[src/rtl/led_seq_pkg.sv]
// Shared encodings for the LED pattern engine: mode codes, bounce direction
// and the per-mode pattern loaded on a mode change.
package led_seq_pkg;

    localparam logic [1:0] MODE_BLINK  = 2'd0;
    localparam logic [1:0] MODE_SHIFT  = 2'd1;
    localparam logic [1:0] MODE_BOUNCE = 2'd2;
    localparam logic [1:0] MODE_COUNT  = 2'd3;

    typedef enum logic {
        DIR_UP   = 1'b0,
        DIR_DOWN = 1'b1
    } dir_t;

    // Returned wide; callers truncate to their LED count.
    function automatic logic [31:0] init_pattern(input logic [1:0] m);
        return (m == MODE_SHIFT || m == MODE_BOUNCE) ? 32'd1 : 32'd0;
    endfunction

endpackage

[src/rtl/tick_prescaler.sv]
// Runtime-programmable prescaler: one-cycle tick every period+1 enabled
// cycles, with a synchronous clear that also suppresses a coincident tick.
module tick_prescaler
    import led_seq_pkg::*;
#(
    parameter int PERIOD_W = 24
) (
    input  logic                clk,
    input  logic                rst,
    input  logic                enable,
    input  logic [PERIOD_W-1:0] period,
    input  logic                clear,
    output logic                tick
);

    logic [PERIOD_W-1:0] cnt;

    assign tick = enable && !clear && (cnt == period);

    // cnt above a freshly lowered period restarts at 0 rather than wrapping.
    always_ff @(posedge clk) begin
        if (rst || clear) begin
            cnt <= '0;
        end else if (enable) begin
            if (cnt >= period) cnt <= '0;
            else               cnt <= cnt + 1'b1;
        end
    end

endmodule

[src/rtl/led_sequencer.sv]
// LED pattern engine: advances one of four patterns on each prescaler tick
// and drives the LED pins with selectable polarity, all in the clk domain.
module led_sequencer
    import led_seq_pkg::*;
#(
    parameter int LEDS_NR        = 6,
    parameter int PERIOD_W       = 24,
    parameter bit LED_ACTIVE_LOW = 1'b1
) (
    input  logic                clk,
    input  logic                rst,
    input  logic                enable,
    input  logic [PERIOD_W-1:0] period,
    input  logic [1:0]          mode,
    output logic [LEDS_NR-1:0]  led,
    output logic                step
);

    localparam logic [LEDS_NR-1:0] ONE = LEDS_NR'(1);

    logic [1:0]         mode_q;
    dir_t               dir;
    dir_t               next_dir;
    logic [LEDS_NR-1:0] pattern;
    logic [LEDS_NR-1:0] next_pat;
    logic               mode_change;
    logic               tick;

    assign mode_change = (mode != mode_q);

    tick_prescaler #(.PERIOD_W(PERIOD_W)) u_prescaler (
        .clk    (clk),
        .rst    (rst),
        .enable (enable),
        .period (period),
        .clear  (mode_change),
        .tick   (tick)
    );

    always_comb begin
        next_pat = pattern;
        next_dir = dir;
        case (mode_q)
            MODE_BLINK: next_pat = ~pattern;
            MODE_SHIFT: begin
                if (pattern == '0) next_pat = ONE;
                else               next_pat = (pattern << 1) | (pattern >> (LEDS_NR - 1));
            end
            MODE_BOUNCE: begin
                // Endpoints turn around immediately so they are never shown twice.
                if (pattern == '0 || LEDS_NR == 1) begin
                    next_pat = ONE;
                    next_dir = DIR_UP;
                end else if (dir == DIR_UP) begin
                    if (pattern[LEDS_NR-1]) begin
                        next_pat = pattern >> 1;
                        next_dir = DIR_DOWN;
                    end else begin
                        next_pat = pattern << 1;
                    end
                end else begin
                    if (pattern[0]) begin
                        next_pat = pattern << 1;
                        next_dir = DIR_UP;
                    end else begin
                        next_pat = pattern >> 1;
                    end
                end
            end
            default: next_pat = pattern + ONE;
        endcase
    end

    always_ff @(posedge clk) begin
        if (rst) begin
            mode_q  <= MODE_BLINK;
            dir     <= DIR_UP;
            pattern <= '0;
            step    <= 1'b0;
        end else begin
            mode_q <= mode;
            step   <= 1'b0;
            if (mode_change) begin
                pattern <= LEDS_NR'(init_pattern(mode));
                dir     <= DIR_UP;
            end else if (tick) begin
                pattern <= next_pat;
                dir     <= next_dir;
                step    <= 1'b1;
            end
        end
    end

    assign led = pattern ^ {LEDS_NR{LED_ACTIVE_LOW}};

endmodule
[config.mk]
export PLATFORM = sky130hd
export DESIGN_NAME = led_sequencer
export DESIGN_NICKNAME = d
export VERILOG_FILES = /design/src/rtl/led_seq_pkg.sv /design/src/rtl/tick_prescaler.sv /design/src/rtl/led_sequencer.sv
export SDC_FILE = /design/constraint.sdc
export NUM_CORES = 1
export LEC_CHECK = 0
export ABC_AREA = 1
export CORE_MARGIN = 2
export CORE_UTILIZATION = 29
export CTS_CLUSTER_SIZE = 25
export DETAILED_ROUTE_END_ITERATION = 10
export PLACE_DENSITY = 0.54
export SKIP_LAST_GASP = 1
export SYNTH_ARGS = -nofsm -noshare
export SYNTH_HDL_FRONTEND = slang
export SYNTH_SLANG_ARGS = --single-unit
[constraint.sdc]
create_clock -name clk -period 3.7 [get_ports clk]
set_input_delay 0.925 -clock clk [delete_from_list [all_inputs] [get_ports clk]]
set_output_delay 0.925 -clock clk [all_outputs]
set_load 0.005 [all_outputs]
==> results.ini <==
[critical_path]
worstPathMaxFanout=24
crit_path_top_delay_cell=clkdlybuf4s50_1
r2r-start=u_prescaler.cnt[15]$_SDFFE_PP0P_
arrival_ns=2.80
cp-end-kind=flop
crit_start=period[15]
crit_family=simple AND/OR/NAND/NOR gates
cp_num_buf_inv=2
path_class=input port to flop
crit_required_ns=3.87
path_cells=clkdlybuf4s50_1 -> inv_1 -> ha_1 -> nand2_1 -> nor2_1 -> nand3_2 -> nor2_4 -> nand2_1 -> nand3_1 -> nand2_2 -> nand2_4 -> nor2_1
max_stage_delay_ns=0.45
regToRegSetupSlack_ns=1.83
start_kind=input port

[synthesis]
synthFlopType=dfxtp_1
async_reset_ff_share_pct=0
synth.largest_area_cell=dfxtp_1
ys_seq_elements=34
synth_cell_type_count=40
yosys_warnings=0
seq_area_frac_synth_pct=25.0
ys_top_cells_by_area=dfxtp_1, ha_1, nand2_1, inv_1, nor2_1
syn_area_um2=2720
synth_edf_count=0
synth_top_area_share_pct=25.0
netlist_instances=390
avgSynthCellArea_um2=6.97
syn_nets=447

[final_layout]
area_growth_syn_to_layout_pct=20.3
postLayoutCellArea_um2=3270
final_cell_mix=nand2_1, inv_1, nor2_1
final_util_pct=35.8
stdcell_count=538
fin_nets=484
drive_gt1_share_pct=11.5
layout_commonest_cell=nand2_1
diodes=0

[worst_hold_path]
min_from=pattern[4]$_SDFFE_PP0P_
holdCritPathClass=flop to flop

[timing]
slew_headroom_pct=74.2
rsz0062_at_grt=false
fin_worst_skew_ns=0.0151
finalSetupTns_ns=0
final_hold_viol_count=0
post-route-min-period_ns=2.64
slew_violations=0
setup_viol=0
finalCritPeriodShare_pct=71.3
tightestPinTransition_ns=0.386
fmax_mhz=379

[clock_network]
cts_resized=0
insertion_delay_ns=0.30
clockBufferDepth=2
htreeDepth=2
clkTransAtPathRegs_ns=0.07
cts_setup_buffers=0
numClockSinks=34
cts_inserted_buffers=5
cts-root-buf=clkbuf_8
ctsHoldBuffers=0
cts_tree=done

[floorplanning]
die-area_um2=10200
coreArea_um2=9150
placementRows=35
initial_core_util_pct=29.7
die_w_um=101
die_h_um=101
ios=36

[status]
status=finished, final reports clean

[global_routing]
grt_max_degree=25
track_usage_pct=13.0
grt_pass1_wl_um=10700
grt_pass1_vias=2422
grt-ovfl-total=0
antenna_found_initial=0

[pwr]
ir_worst_vdd_uv=148
leakage_nw=1.42
finalPower_uw=831
power_density_nw_per_um2=254

[route]
routed_wl_um=6050
drtAntennaViolNets=0
first_pass_iters=4
first_iter_violations=59
wl_per_cell_um=11.2
routed-via-count=2507
drcViolationCount=0
avgViaCountPerCell=4.66

[placed_design]
globalplace.congestion=0.832
dp_hpwl_um=4890
port_buffers=35
dp.cells=531
place_area_um2=3160

[run]
cap_violations=0

cells by family (layout without fill, tap and decap cells):
logic type	after synthesis	count (layout)	share of synthesized area, %
compound gates	49	49	10.4
xor+xnor	19	19	6.12
fa+ha+maj	28	28	12.9
flops	34	34	25.0
simple gates	189	189	34.3
mux	1	1	0.368
buf+inv	70	107	10.9
tightest hold or removal path: stages (launching register included):
cell,delay (ns)
dfxtp_1,0.34
nand2_1,0.07
a21oi_1,0.05
routing by layer:
metal  vias to the layer above  track usage, %  wire length (µm)
met5                         -               0                 0
met4                         0            4.43                83
met3                         8            2.84               186
met2                        36            22.9              2960
met1                      1144            15.5              2820
li1                       1319               -                 -
cell usage after synthesis (6+ instances only):
master / number
nand3_1: 23
xor2_1: 11
dfxtp_1: 34
nor2_1: 38
ha_1: 28
o21ai_0: 9
nor3_1: 7
nor2_2: 14
nor2_4: 6
inv_1: 62
a21oi_1: 25
xnor2_1: 8
nand2_1: 76
nand4_1: 6
registers in the layout, summed over array words and instances, names as in the netlist:
signal and flops:
step 1, u_prescaler.cnt 24, pattern 6, mode_q 2, dir 1
worst paths after layout:
| kind | to | cells past startpoint |
|---|---|---|
| setup / recovery | u_prescaler.cnt[20]$_SDFFE_PP0P_ | 12 |
| hold / removal | pattern[4]$_SDFFE_PP0P_ | 2 |
| setup reg to reg | u_prescaler.cnt[20]$_SDFFE_PP0P_ | 10 |
| hold reg to reg | pattern[4]$_SDFFE_PP0P_ | 2 |
power by group:
part / internal (mW) / leakage (nW) / switching, mW / total [mW]
logic: 0.0522 / 1.09 / 0.0532 / 0.105
clock network: 0.215 / 0.0573 / 0.136 / 0.351
registers: 0.369 / 0.275 / 0.00569 / 0.374
layout make-up:
type | count | area (µm²)
Fill cell | 989 | 5880
Multi-Input combinational cell | 286 | 1740
Sequential cell | 34 | 681
Timing Repair Buffer | 36 | 358
Inverter | 64 | 240
Tap cell | 111 | 139
Clock buffer | 6 | 82.6
Clock inverter | 1 | 30.0
metrics by stage:
step	worst slack [ns]	hold slack (ns)
after floorplan	1.44	0.468
after global placement	0.814	0.492
after detailed placement	0.737	0.491
after CTS	1.06	0.504
after global routing	0.850	0.567
final	1.06	0.506
Power figures use the tool's default switching activity.
